===== config.mk =====
export PLATFORM = sky130hd
export DESIGN_NAME = ifu
export DESIGN_NICKNAME = d
export VERILOG_FILES = /design/src/rtl/ifu_pkg.sv /design/src/rtl/ifu_stdreg.sv /design/src/rtl/ifu.sv
export SDC_FILE = /design/constraint.sdc
export NUM_CORES = 1
export LEC_CHECK = 0
export BUFFER_PORTS_ARGS = -buffer_cell sky130_fd_sc_hd__buf_2
export CAP_MARGIN = 20
export CORE_ASPECT_RATIO = 1.4
export CORE_UTILIZATION = 25
export DETAILED_ROUTE_END_ITERATION = 6
export SLEW_MARGIN = 20
export SYNTH_ARGS = -nofsm -noshare
export SYNTH_HDL_FRONTEND = slang
export SYNTH_SLANG_ARGS = --single-unit

===== constraint.sdc =====
create_clock -name i_clk -period 1.6 [get_ports i_clk]
set_input_delay 0.16 -clock i_clk [delete_from_list [all_inputs] [get_ports i_clk]]
set_output_delay 0.16 -clock i_clk [all_outputs]
set_load 0.01 [all_outputs]

===== src/rtl/ifu_pkg.sv =====
// Shared types and constants for the instruction fetch unit.
// State encodings are fixed so they line up with the core's existing debug views.
package ifu_pkg;

  localparam int CPU_WIDTH = 32;

  localparam logic [CPU_WIDTH-1:0] NOP_INST  = 32'h0000_0013;
  localparam logic [1:0]           RESP_OKAY = 2'b00;

  typedef enum logic [1:0] {
    IFU_IDLE = 2'd0,
    IFU_AR   = 2'd1,
    IFU_R    = 2'd2,
    IFU_HOLD = 2'd3
  } ifu_state_e;

  function automatic logic pc_misaligned(input logic [CPU_WIDTH-1:0] pc);
    return pc[1:0] != 2'b00;
  endfunction

endpackage


===== src/rtl/ifu_stdreg.sv =====
// Generic load-enabled register with asynchronous active-low reset to RESET_VAL.
// Every piece of IFU state is held in one of these.
module ifu_stdreg #(
  parameter int               WIDTH     = 1,
  parameter logic [WIDTH-1:0] RESET_VAL = '0
) (
  input  logic             i_clk,
  input  logic             i_rst_n,
  input  logic             i_wen,
  input  logic [WIDTH-1:0] i_din,
  output logic [WIDTH-1:0] o_dout
);

  // NOTE: non-blocking assignment so every register samples pre-edge values.
  always_ff @(posedge i_clk or negedge i_rst_n) begin
    if (!i_rst_n) begin
      o_dout <= RESET_VAL;
    end else if (i_wen) begin
      o_dout <= i_din;
    end
  end

endmodule


===== src/rtl/ifu.sv =====
// Instruction fetch unit: reads one instruction per PC over AR/R and hands it to
// decode; the PC-advance pulse keeps exactly one instruction in flight.
module ifu
  import ifu_pkg::*;
(
  input  logic                 i_clk,
  input  logic                 i_rst_n,
  input  logic [CPU_WIDTH-1:0] i_pc,
  output logic                 o_pc_wen,
  output logic                 o_arvalid,
  input  logic                 i_arready,
  output logic [CPU_WIDTH-1:0] o_araddr,
  input  logic                 i_rvalid,
  output logic                 o_rready,
  input  logic [CPU_WIDTH-1:0] i_rdata,
  input  logic [1:0]           i_rresp,
  output logic                 o_inst_valid,
  input  logic                 i_inst_ready,
  output logic [CPU_WIDTH-1:0] o_inst,
  output logic [CPU_WIDTH-1:0] o_inst_pc,
  output logic                 o_fetch_err
);

  logic [1:0]           state_bits_q;
  ifu_state_e           state_q;
  ifu_state_e           state_d;
  logic                 inst_wen;
  logic [CPU_WIDTH-1:0] inst_d;
  logic                 inst_pc_wen;
  logic                 err_wen;
  logic                 err_d;

  assign state_q = ifu_state_e'(state_bits_q);

  // NOTE: every always_comb output gets a default first, so no path infers a latch.
  always_comb begin
    state_d      = state_q;
    o_arvalid    = 1'b0;
    o_araddr     = '0;
    o_rready     = 1'b0;
    o_inst_valid = 1'b0;
    o_pc_wen     = 1'b0;
    inst_wen     = 1'b0;
    inst_d       = NOP_INST;
    inst_pc_wen  = 1'b0;
    err_wen      = 1'b0;
    err_d        = 1'b0;

    unique case (state_q)
      IFU_IDLE: state_d = IFU_AR;

      IFU_AR: begin
        if (pc_misaligned(i_pc)) begin
          // A misaligned PC never reaches the bus; decode sees a faulting NOP.
          inst_pc_wen = 1'b1;
          inst_wen    = 1'b1;
          err_wen     = 1'b1;
          err_d       = 1'b1;
          state_d     = IFU_HOLD;
        end else begin
          o_arvalid = 1'b1;
          o_araddr  = i_pc;
          if (i_arready) begin
            inst_pc_wen = 1'b1;
            state_d     = IFU_R;
          end
        end
      end

      IFU_R: begin
        o_rready = 1'b1;
        if (i_rvalid) begin
          inst_wen = 1'b1;
          err_wen  = 1'b1;
          err_d    = (i_rresp != RESP_OKAY);
          inst_d   = err_d ? NOP_INST : i_rdata;
          state_d  = IFU_HOLD;
        end
      end

      IFU_HOLD: begin
        o_inst_valid = 1'b1;
        if (i_inst_ready) begin
          o_pc_wen = 1'b1;
          state_d  = IFU_AR;
        end
      end

      default: state_d = IFU_IDLE;
    endcase
  end

  ifu_stdreg #(.WIDTH(2), .RESET_VAL(2'd0)) u_state_reg (
    .i_clk   (i_clk),
    .i_rst_n (i_rst_n),
    .i_wen   (1'b1),
    .i_din   (state_d),
    .o_dout  (state_bits_q)
  );

  ifu_stdreg #(.WIDTH(CPU_WIDTH), .RESET_VAL('0)) u_inst_reg (
    .i_clk   (i_clk),
    .i_rst_n (i_rst_n),
    .i_wen   (inst_wen),
    .i_din   (inst_d),
    .o_dout  (o_inst)
  );

  ifu_stdreg #(.WIDTH(CPU_WIDTH), .RESET_VAL('0)) u_inst_pc_reg (
    .i_clk   (i_clk),
    .i_rst_n (i_rst_n),
    .i_wen   (inst_pc_wen),
    .i_din   (i_pc),
    .o_dout  (o_inst_pc)
  );

  ifu_stdreg #(.WIDTH(1), .RESET_VAL(1'b0)) u_err_reg (
    .i_clk   (i_clk),
    .i_rst_n (i_rst_n),
    .i_wen   (err_wen),
    .i_din   (err_d),
    .o_dout  (o_fetch_err)
  );

endmodule

# Word level (Yosys, flattened, before mapping)
# Cells that the tools add are included.
# totals
register_bits	67
in_bits	71
output_inout_bits	101
wordCells	38
# op_classes
n_eq_ne	6
muxes	24
reduce_logical	4
# op_table
operator	n
$mux W32	5
$mux W1	12
$mux W2	4
$pmux W2 S4	1
$eq A2 B2 Y1 const B	2
$ne A2 B2 Y1 const B	2
$pmux W1 S2	2
$reduce_bool A2 Y1	2
$ne A3 B3 Y1 const B	1
$reduce_and A3 Y1	1
$eq A2 B1 Y1 const B	1
$logic_not A2 Y1	1

# Longest topological paths before layout
# depth
word_depth	4
depth_mapped	7
mapped_depth_nobuf	5

# Modules after synthesis
# From an unflattened synthesis, not the netlist that was laid out.
# unflattened
hier_cells	244
area_unflattened_um2	3487.1
# modules_own_cells
mod	n_inst	cells_per_inst	area_per_inst_um2	seq_area_each_um2
ifu_stdreg (u_inst_pc_reg ...)	2	68	1345.0	800.8
ifu	1	102	684.4	0.0
ifu_stdreg (u_state_reg)	1	4	72.6	50.0
ifu_stdreg (u_err_reg)	1	2	40.0	25.0

# Least setup slack after synthesis
# No wires, ideal clock.
# synth_timing
kind	flip-flop to output port
start	register u_state_reg.o_dout[1]
end	output o_araddr[10]
arrival_time_ns	1.470
t_required_ns	1.440
path_slack_ns	-0.030
stages_incl_launch_ff	6
n_path_buf	1
cell_sequence	dfrtp_1 inv_1 ha_1 nor3b_2 clkbuf_1 and2_1
# synth_via
elab_chain_len	2
# synth_rtl
item	line	source
start: declaration	ifu_stdreg.sv:11	output logic [WIDTH-1:0] o_dout
start signal: assignment	ifu_stdreg.sv:19	o_dout <= i_din;
$eq A2 B1 Y1	ifu.sv:49	unique case (state_q)
$mux W32	ifu.sv:49	
end: declaration	ifu.sv:12	output logic [CPU_WIDTH-1:0] o_araddr,
# No other way between the ends.

# Worst setup path in the final report
# layout_timing
start	register u_state_reg.o_dout[1]
end	output o_araddr[6]
# The elaborated chain is that of the path after synthesis.

==> impl_results.md <==
- Status: complete, but fails checks
- Failing checks: setup timing
- CP bufs+invs: 4
- Global route overflow: 0
- Yosys warning total: 0
- Final core occ: 44.20%
- Top delay family on crit path: buffers and inverters
- CP peak stage delay: 0.39 ns
- Critical path required time: 1.44 ns
- Worst-path maximum fanout: 6
- Pleak: 2.487 nW
- Routed length per instance: 15.36 um
- Internal: 5.712 mW
- Die width: 91.23 um
- TritonCTS Sinks: 67
- TritonCTS Buffers: 9
- Initial DRC Count: 63
- Io pins: 172
- Cell count after synthesis: 202
- ANT nets after route: 0
- Worst skew pair latency: 0.33 ns
- Period minus WS final: 1.848 ns
- Nets: 474
- Worst Hold Path Cells: 2
- Die span in y: 126.9 um
- FF+latch count, synth: 67
- Logic pwr share: 45.9%
- Clock buffer depth: 2
- Htree depth: 3
- Core ar.: 10870 sq um
- Post-synthesis sequential area ratio: 60.17%
- ANT cells: 0
- Final Hold Fails: 0
- Sw Share: 32.14%
- Psw: 2.705 mW
- Largest net degree at the start of global routing: 38
- Overall Global Routing Usage: 13.99%
- Period utilisation layout: 115.5%
- Peak Freq: 0.5412 GHz
- Worst Hold End: u_inst_reg.o_dout[15]
- Setup Crit Path Kind: register to output pin
- Setup violators final: 67
- Peak VDD IR: 0.6357 mV
- R2r setup slk: -0.15 ns
- Port Buffers: 169
- Slack of the critical path: -0.2476 ns
- Hpwl dp: 5343 um
- Commonest non-fill, non-tap cells in the layout: buf_2, dfrtp_1, buf_6, a22o_1, and2_4
- Arrival @ worst endpoint: 1.69 ns
- Mapped Avg Cell Area: 13.79 sq um
- First-pass GRT wire length: 12160 um
- Clock skew: 0.005335 ns
- Worst min path class: input port to register
- Final WL: 8387 um
- Placer Congestion: 0.7125
- Final Max Tran Viols: 0
- Clock power share: 22.3%
- End of the worst register-to-register path: u_inst_reg.o_dout[31]
- Worst Hold Launch: i_rdata[15]
- Final setup TNS: -11.22 ns
- Finished Layout Cells: 546
- Cell Chain, Critical Path: inv_2 -> ha_4 -> nor3b_4 -> buf_6 -> buf_8 -> and2_4 -> buf_6
- Clk root buf: clkbuf_16
- Worst R2R Path Depth: 8
- Most common cell after layout, fill and taps aside: buf_2
- Worst-path clk slew: 0.05 ns
- Share of layout cells above drive strength 1: 69.38%
- Vias: 2425
- DR vias/cell: 4.441
- CTS tree: done
- DRC: 0
- Initial Utilization: 25.64%
- FP Rows: 45
- Max_cap viols: 0
- Cell area after synthesis: 2786 sq um
- P per Cell Area: 1752 nW/um^2
- Dpl cells: 510
- Startpoint types: register
- Pre-antenna DRT Iters: 4
- Slowest cell on crit path: dfrtp_1
- Area Overhead vs Synth: 72.38%
- Sequential Power Share: 31.8%
- Initial antenna violation count: 0
- RSZ-0062 raised after global routing: true
- Post-synth cell types: 29
- Most frequent CP cell: buf_6
- Critical Path End Type: output pin
- Vias in the first global route: 2354
- Worst R2R Start: u_state_reg.o_dout[0]
- Die area: 11580 sq um
==> final cells by class <==
cell class              count  area, sq um
clock buffers              15        287.8
clock inverters             1        5.005
fillers                  1006         6063
inverters                   4        17.52
multi-input cells         118         1180
flip-flops and latches     67         1677
well taps                 141        176.4
repair buffers            200         1460
==> what timing repair did <==
| item | CTS | global route |
|---|---|---|
| hold endpoints to repair | 35 | 0 |
| setup endpoints to repair | 96 | 84 |
| pin swaps | 27 | 30 |
| buffers inserted | 9 | 3 |
| hold buffers | 1 | 0 |
| resized for setup | 41 | 58 |
| gates cloned | 4 | 4 |
==> power by group through the flow <==
| stage | logic, mW | registers, mW | clock network (mW) |
|---|---|---|---|
| floorplan | 1.49 | 2.97 | 0 |
| global placement | 2.94 | 2.67 | 0 |
| detailed placement | 3.01 | 2.69 | 0 |
| CTS | 3.59 | 2.67 | 1.94 |
| global route | 4.13 | 2.76 | 2.03 |
| finish | 3.86 | 2.68 | 1.88 |
==> cells in the mapped netlist <==
cell type   n  area, sq um
dfrtp_1    67         1677
and2_1     31        193.9
a22o_1     30        262.8
mux2_2     28        315.3
buf_4       5        37.54
buf_2       4        20.02
inv_1       4        15.01
nand2_1     4        15.01
clkbuf_1    3        11.26
ha_1        3        37.54
o22a_1      3        26.28
buf_6       2        22.52
mux2_1      2        22.52
a21o_1      1        7.510
a21oi_1     1        5.000
a221o_1     1        10.01
a2bb2oi_1   1        8.760
a32oi_1     1        8.760
conb_1      1        3.750
mux2i_1     1        10.01
nand2b_1    1        6.260
nor2_1      1        3.750
nor2b_1     1        6.260
nor3b_2     1        12.51
nor4_1      1        6.260
o21ai_1     1        5.000
o31ai_1     1        7.510
o31ai_4     1        21.27
or4_1       1        7.510
==> worst max path at each step <==
stage / cells past startpoint / from / end
after floorplan: 7 / u_state_reg.o_dout[1] / u_inst_reg.o_dout[27]
after global placement: 5 / u_state_reg.o_dout[0] / u_inst_reg.o_dout[18]
after detailed placement: 5 / u_state_reg.o_dout[0] / u_inst_reg.o_dout[24]
after CTS: 7 / u_state_reg.o_dout[1] / o_araddr[12]
after global routing: 7 / u_state_reg.o_dout[1] / o_araddr[6]
final: 7 / u_state_reg.o_dout[1] / o_araddr[6]
==> per-layer routing <==
| layer | global-route usage [%] | up-vias | wire length [um] |
|---|---|---|---|
| li1 | - | 1115 | - |
| met2 | 24.15 | 105 | 4515 |
| met4 | 5.229 | 0 | 116 |
| met5 | 0 | - | 0 |
| met3 | 5.216 | 10 | 526 |
| met1 | 15.65 | 1195 | 3228 |
==> state kept, by name, summed over array words and instances, names as in the netlist <==
name and count:
u_inst_reg.o_dout 32, u_inst_pc_reg.o_dout 32, u_err_reg.o_dout 1, u_state_reg.o_dout 2
==> per-stage QoR <==
step,instance area [sq um],hold slack [ns],worst slack (ns),power [mW]
after global placement,3879,0.1707,-0.08524,5.613
after floorplan,2808,-0.1356,0.008470,4.466
after CTS,4479,0.03698,-0.2104,8.201
final,4803,0.05355,-0.2476,8.417
after global routing,4803,0.04854,-0.3468,8.927
after detailed placement,3879,0.1655,-0.1314,5.704
==> kinds of logic after synthesis <==
logic type / Yosys count / share of synthesized area (%)
DFF: 67 / 60.17
buffers and inverters: 18 / 3.817
other: 1 / 0.1346
muxes: 31 / 12.48
AOI/OAI and AO/OA: 41 / 13.02
adders and majority gates: 3 / 1.347
and+or+nand+nor: 41 / 9.026
(Power assumes the default switching activity.)
